`config.mk`:
```
export PLATFORM = sky130hd
export DESIGN_NAME = keccak_padder
export DESIGN_NICKNAME = d
export VERILOG_FILES = /design/src/rtl/keccak_padder.sv
export SDC_FILE = /design/constraint.sdc
export NUM_CORES = 1
export LEC_CHECK = 0
export BUFFER_PORTS_ARGS = -buffer_cell sky130_fd_sc_hd__buf_2
export CELL_PAD_IN_SITES_DETAIL_PLACEMENT = 1
export CELL_PAD_IN_SITES_GLOBAL_PLACEMENT = 2
export CORE_ASPECT_RATIO = 1.2
export CORE_UTILIZATION = 33
export CTS_CLUSTER_DIAMETER = 30
export DETAILED_ROUTE_END_ITERATION = 8
export PLACE_DENSITY_LB_ADDON = 0.1
export SYNTH_ARGS = -nofsm -noshare
export SYNTH_HDL_FRONTEND = slang
export SYNTH_SLANG_ARGS = --single-unit
```
`constraint.sdc`:
```
create_clock -name clk -period 3.5 [get_ports clk]
set_clock_uncertainty 0.05 [all_clocks]
set_input_delay 0.7 -clock clk [delete_from_list [all_inputs] [get_ports clk]]
set_output_delay 0.7 -clock clk [all_outputs]
set_load 0.03 [all_outputs]
```
`src/rtl/keccak_padder.sv`:
```
// -----------------------------------------------------------------------------
// keccak_padder
//
// Message padder for Keccak-512, feeding the Keccak-f[1600] permutation.
// 64-bit message words are shifted into an R-bit rate block, oldest word at
// the top. After the final (possibly partial) word the padder appends the
// multi-rate padding 0x01 ... 0x80, emitting zero words on its own until the
// block is full. A full block is held on `out` until the permutation
// acknowledges it with f_ack. Once the block carrying the final padding has
// been acknowledged, the padder stays busy until reset.
//
// Ports
//   clk          in   1   rising-edge clock
//   reset        in   1   asynchronous, active-low; clears all state
//   in           in   64  message word, byte 0 = in[63:56]
//   in_ready     in   1   in / is_last / byte_num valid this cycle
//   is_last      in   1   this is the final word of the message
//   byte_num     in   3   valid bytes in the final word (0..7)
//   buffer_full  out  1   padder cannot take a word (block held, padding, done)
//   out          out  R   assembled rate block, word 0 at out[R-1:R-64]
//   out_ready    out  1   out holds a complete block
//   f_ack        in   1   permutation consumed out this cycle
// -----------------------------------------------------------------------------
module keccak_padder #(
    parameter int R = 576
) (
    input  logic         clk,
    input  logic         reset,
    input  logic [63:0]  in,
    input  logic         in_ready,
    input  logic         is_last,
    input  logic [2:0]   byte_num,
    output logic         buffer_full,
    output logic [R-1:0] out,
    output logic         out_ready,
    input  logic         f_ack
);

    localparam int W  = R / 64;
    localparam int CW = $clog2(W + 1);
    localparam logic [CW-1:0] CNT_FULL = CW'(W);
    localparam logic [CW-1:0] CNT_LAST = CW'(W - 1);

    // -------------------------------------------------------------------------
    // State
    // -------------------------------------------------------------------------
    logic [CW-1:0] cnt_q, cnt_d;
    logic          pad_q, pad_d;
    logic          last_q, last_d;
    logic          done_q, done_d;
    logic [R-1:0]  out_q, out_d;
    logic          out_ready_q, out_ready_d;
    logic          buffer_full_q, buffer_full_d;

    logic          block_full;
    logic          at_block_end;
    logic [63:0]   last_word;
    logic [63:0]   in_word;
    logic [63:0]   pad_word;
    logic [63:0]   shift_word;
    logic [R-1:0]  shifted;

    assign block_full   = (cnt_q == CNT_FULL);
    // The word about to enter is the last slot of the block.
    assign at_block_end = (cnt_q == CNT_LAST);

    // -------------------------------------------------------------------------
    // Final-word formatting: keep the first byte_num bytes, place the 0x01
    // domain/padding byte right after them, zero the remainder.
    // -------------------------------------------------------------------------
    for (genvar gi = 0; gi < 8; gi++) begin : g_last_byte
        localparam logic [2:0] IDX = 3'(gi);
        assign last_word[63-8*gi -: 8] = (IDX < byte_num)  ? in[63-8*gi -: 8] :
                                         (IDX == byte_num) ? 8'h01 : 8'h00;
    end

    // When the final word also closes the block, the trailing 0x80 lands in
    // the same word (byte_num = 7 yields 0x81 in the low byte).
    assign in_word    = is_last ? (last_word | {56'd0, (at_block_end ? 8'h80 : 8'h00)})
                                : in;
    assign pad_word   = at_block_end ? 64'h0000_0000_0000_0080 : 64'd0;
    assign shift_word = pad_q ? pad_word : in_word;

    // Shift a new word in at the bottom; a single-word rate has nothing to keep.
    if (W > 1) begin : g_shift
        assign shifted = {out_q[R-65:0], shift_word};
    end else begin : g_noshift
        assign shifted = shift_word;
    end

    // -------------------------------------------------------------------------
    // Next-state logic
    // -------------------------------------------------------------------------
    always_comb begin
        cnt_d  = cnt_q;
        pad_d  = pad_q;
        last_d = last_q;
        done_d = done_q;
        out_d  = out_q;

        if (block_full) begin
            // Holding a complete block: only an acknowledge moves us on.
            if (f_ack) begin
                cnt_d = '0;
                if (last_q) begin
                    done_d = 1'b1;
                end
            end
        end else if (pad_q) begin
            // Self-generated padding word, no input consumed.
            out_d = shifted;
            cnt_d = cnt_q + CW'(1);
            if (at_block_end) begin
                pad_d = 1'b0;
            end
        end else if (in_ready && !buffer_full_q && !done_q) begin
            out_d = shifted;
            cnt_d = cnt_q + CW'(1);
            if (is_last) begin
                last_d = 1'b1;
                if (!at_block_end) begin
                    pad_d = 1'b1;
                end
            end
        end

        // Status outputs are registered copies of the next state so that
        // neither f_ack nor in_ready reaches them combinationally.
        out_ready_d   = (cnt_d == CNT_FULL);
        buffer_full_d = (cnt_d == CNT_FULL) | pad_d | done_d;
    end

    // -------------------------------------------------------------------------
    // State registers
    // -------------------------------------------------------------------------
    always_ff @(posedge clk or negedge reset) begin
        if (!reset) begin
            cnt_q         <= '0;
            pad_q         <= 1'b0;
            last_q        <= 1'b0;
            done_q        <= 1'b0;
            out_q         <= '0;
            out_ready_q   <= 1'b0;
            buffer_full_q <= 1'b0;
        end else begin
            cnt_q         <= cnt_d;
            pad_q         <= pad_d;
            last_q        <= last_d;
            done_q        <= done_d;
            out_q         <= out_d;
            out_ready_q   <= out_ready_d;
            buffer_full_q <= buffer_full_d;
        end
    end

    assign out         = out_q;
    assign out_ready   = out_ready_q;
    assign buffer_full = buffer_full_q;

endmodule
```
==> impl_metrics.yaml <==
synth:
  synth-main-ff-cell: "dfrtp_1"
  syn-cell-area_sq_mm: 0.0223
  synth_largest_area_cell: "dfrtp_1"
  synth_edf_count: 0
  synthArstFlopShare: 1.00
  synth_top_area_frac: 0.658
  yosysWarnings: 0
  synthTopCellsByArea: "dfrtp_1 (66%), nand2_1 (27%), buf_2 (1.8%)"
  synth_nets: 2502
  avgSynthCellArea_sq_um: 9.17
  yosysSeqAreaShare: 0.658
  ys_ff_latch: 585
  synth_cell_types: 42
  syn_inst: 2427
drt:
  first_pass_iters: 5
  drc: 0
  wl_per_cell_um: 20.0
  vias: 18736
  wl_um: 82400
  ant_nets: 0
  vias_per_cell: 4.56
  drtIter0Drc: 1156
timing:
  slew_viol_final: 0
  tightest_slew_ns: 0.794
  period_share: 0.730
  setup_viol: 0
  fin_tns_setup_ns: 0
  hold_viol_final: 0
  fmax_mhz: 392
  min_period_ns: 2.55
  rsz0062_at_grt: "false"
  max_slew_margin: 0.468
final_layout:
  n_antenna_cell: 0
  multi_input_area_sq_mm: 0.00688
  utilization: 0.469
  layout-area-overhead-vs-synth_pct: 39.5
  fillCellCount: 7837
  final_common_cell: "nand2_1"
  final_cell_mix: "nand2_1 (1590), buf_2 (648), dfrtp_1 (585)"
  nets: 3192
  seq_area_sq_mm: 0.0146
  drive_above_1_share: 0.281
setup_path:
  crit_chain: "inv_1 -> a21oi_4 -> buf_4 -> nand2_1 -> nand2_1"
  cp-startpoint: "pad_q"
  crit_fanout: 69
  slowest_delay_ns: 0.80
  cpMostUsedCell: "nand2_1"
  crit_path_start_kind: "flop"
  r2r_cells: 5
  slowest_stage: "dfrtp_1"
  path_class: "flop to flop"
  crit_arrival_ns: 3.12
  worstReg2RegStart: "pad_q"
  endpoint_kind: "flop"
  cp.required_ns: 4.07
floorplan:
  fp.dieArea_sq_mm: 0.0685
  io-pin-count: 650
  die_w_um: 239
  placementRows: 103
  core-area_sq_mm: 0.0662
  start_util: 0.336
  die_h_um: 286
clock_tree:
  clkSinkCount: 585
  post-cts-setup-buffer-count: 0
  htreeDepth: 4
  cts_tree: "done"
  clk_pin_slew_ns: 0.05
  cts_inserted_buffers: 137
  clockBufferDepth: 3
  ctsResizeCount: 0
  insertion_delay_ns: 0.69
  cts_root_buf: "clkbuf_16"
grt:
  antenna_found_initial: 2
  grt_overflow: 0
  grt_pass1_vias: 19536
  grt_usage: 0.240
  grt_pass1_wl_um: 125000
  grt_max_degree: 109
power:
  ir_worst_vdd_mv: 0.591
  power.density_mw_per_mm2: 1240
  cellLeakagePower_nw: 18.5
place:
  place_congestion: 0.852
  io_buffer_count: 649
  dp_hpwl_um: 58500
hold_path:
  hp-class: "primary input to flop"
  hold_depth: 2
  hp-start: "in[43]"
outcome:
  status: "finished, final reports clean"
job:
  cap_violations: 0
-- sequential cells by signal, indices dropped and copies added, names as in the netlist --
signal,flops
out,576
last_q,1
buffer_full,1
done_q,1
out_ready,1
cnt_q,4
pad_q,1
-- worst max-delay path: cells and delay by family (launching register included) --
kind	cells	cell delay (ns)
flops	1	0.80
compound gates	1	0.33
simple gates	2	0.26
buf+inv	2	0.98
-- cell families (layout without fill, tap and decap cells) --
group / after synthesis / count (layout) / synth area share
and+or+nand+nor: 1640 / 1640 / 0.282
DFF: 585 / 585 / 0.658
buffers and inverters: 132 / 926 / 0.0337
AOI/OAI and AO/OA: 66 / 66 / 0.0242
adders and majority gates: 3 / 3 / 0.00169
xor gates and xnor gates: 1 / 1 / 0.000394
-- final cells by class --
class / count / area share
Clock buffer: 195 / 0.130
Sequential cell: 585 / 0.472
Inverter: 5 / 0.000605
Timing Repair Buffer: 678 / 0.120
Clock inverter: 48 / 0.0202
Tap cell: 892 / 0.0360
Multi-Input combinational cell: 1710 / 0.222
-- power by group --
part | total (mW) | internal (mW) | switching (mW)
registers | 11.5 | 9.25 | 2.22
logic | 14.2 | 3.29 | 10.9
clock network | 12.7 | 8.89 | 3.83
total | 38.4 | 21.4 | 17.0
-- worst paths after layout --
kind | end | slack [ns]
setup / recovery | out[105] | 0.95
hold / removal | out[43] | 0.18
setup reg to reg | out[105] | 0.95
hold reg to reg | out[539] | 0.41
max in group asynchronous | out[91] | 1.94
min in group asynchronous | out[463] | 0.47
-- metal layers --
layer  up-vias  global-route usage  wire (um)
li1       8882                   -          -
met1      9142               0.312      35700
met2       569               0.375      38300
met3       139              0.0762       5860
met4         4              0.0894       2460
met5         -                   0         20
-- stage by stage --
stage	instances	area, sq um	power [mW]	setup slack [ns]	hold slack [ns]
floorplan	2427	22300	20.4	1.49	0.354
global placement	3869	26400	25.6	0.905	0.403
detailed placement	3869	26400	25.9	0.880	0.407
CTS	4113	31000	38.9	0.970	0.125
global route	4113	31000	40.4	0.727	0.154
finish	4113	31000	38.4	0.946	0.179
-- synthesized netlist by cell type, drive strengths merged (3+ instances only) --
library cell,instances
nand2,1590
dfrtp,585
buf,123
a22o,39
nand3,21
nor2,7
o21ai,6
inv,5
a21oi,4
clkbuf,4
nand2b,4
nor3,4
o211ai,4
ha,3
nor2b,3
-- timing repair --
item,CTS,global route
hold endpoints to repair,33,0
hold buffers,1,0
setup endpoints to repair,0,0
Power figures use the tool's default switching activity.
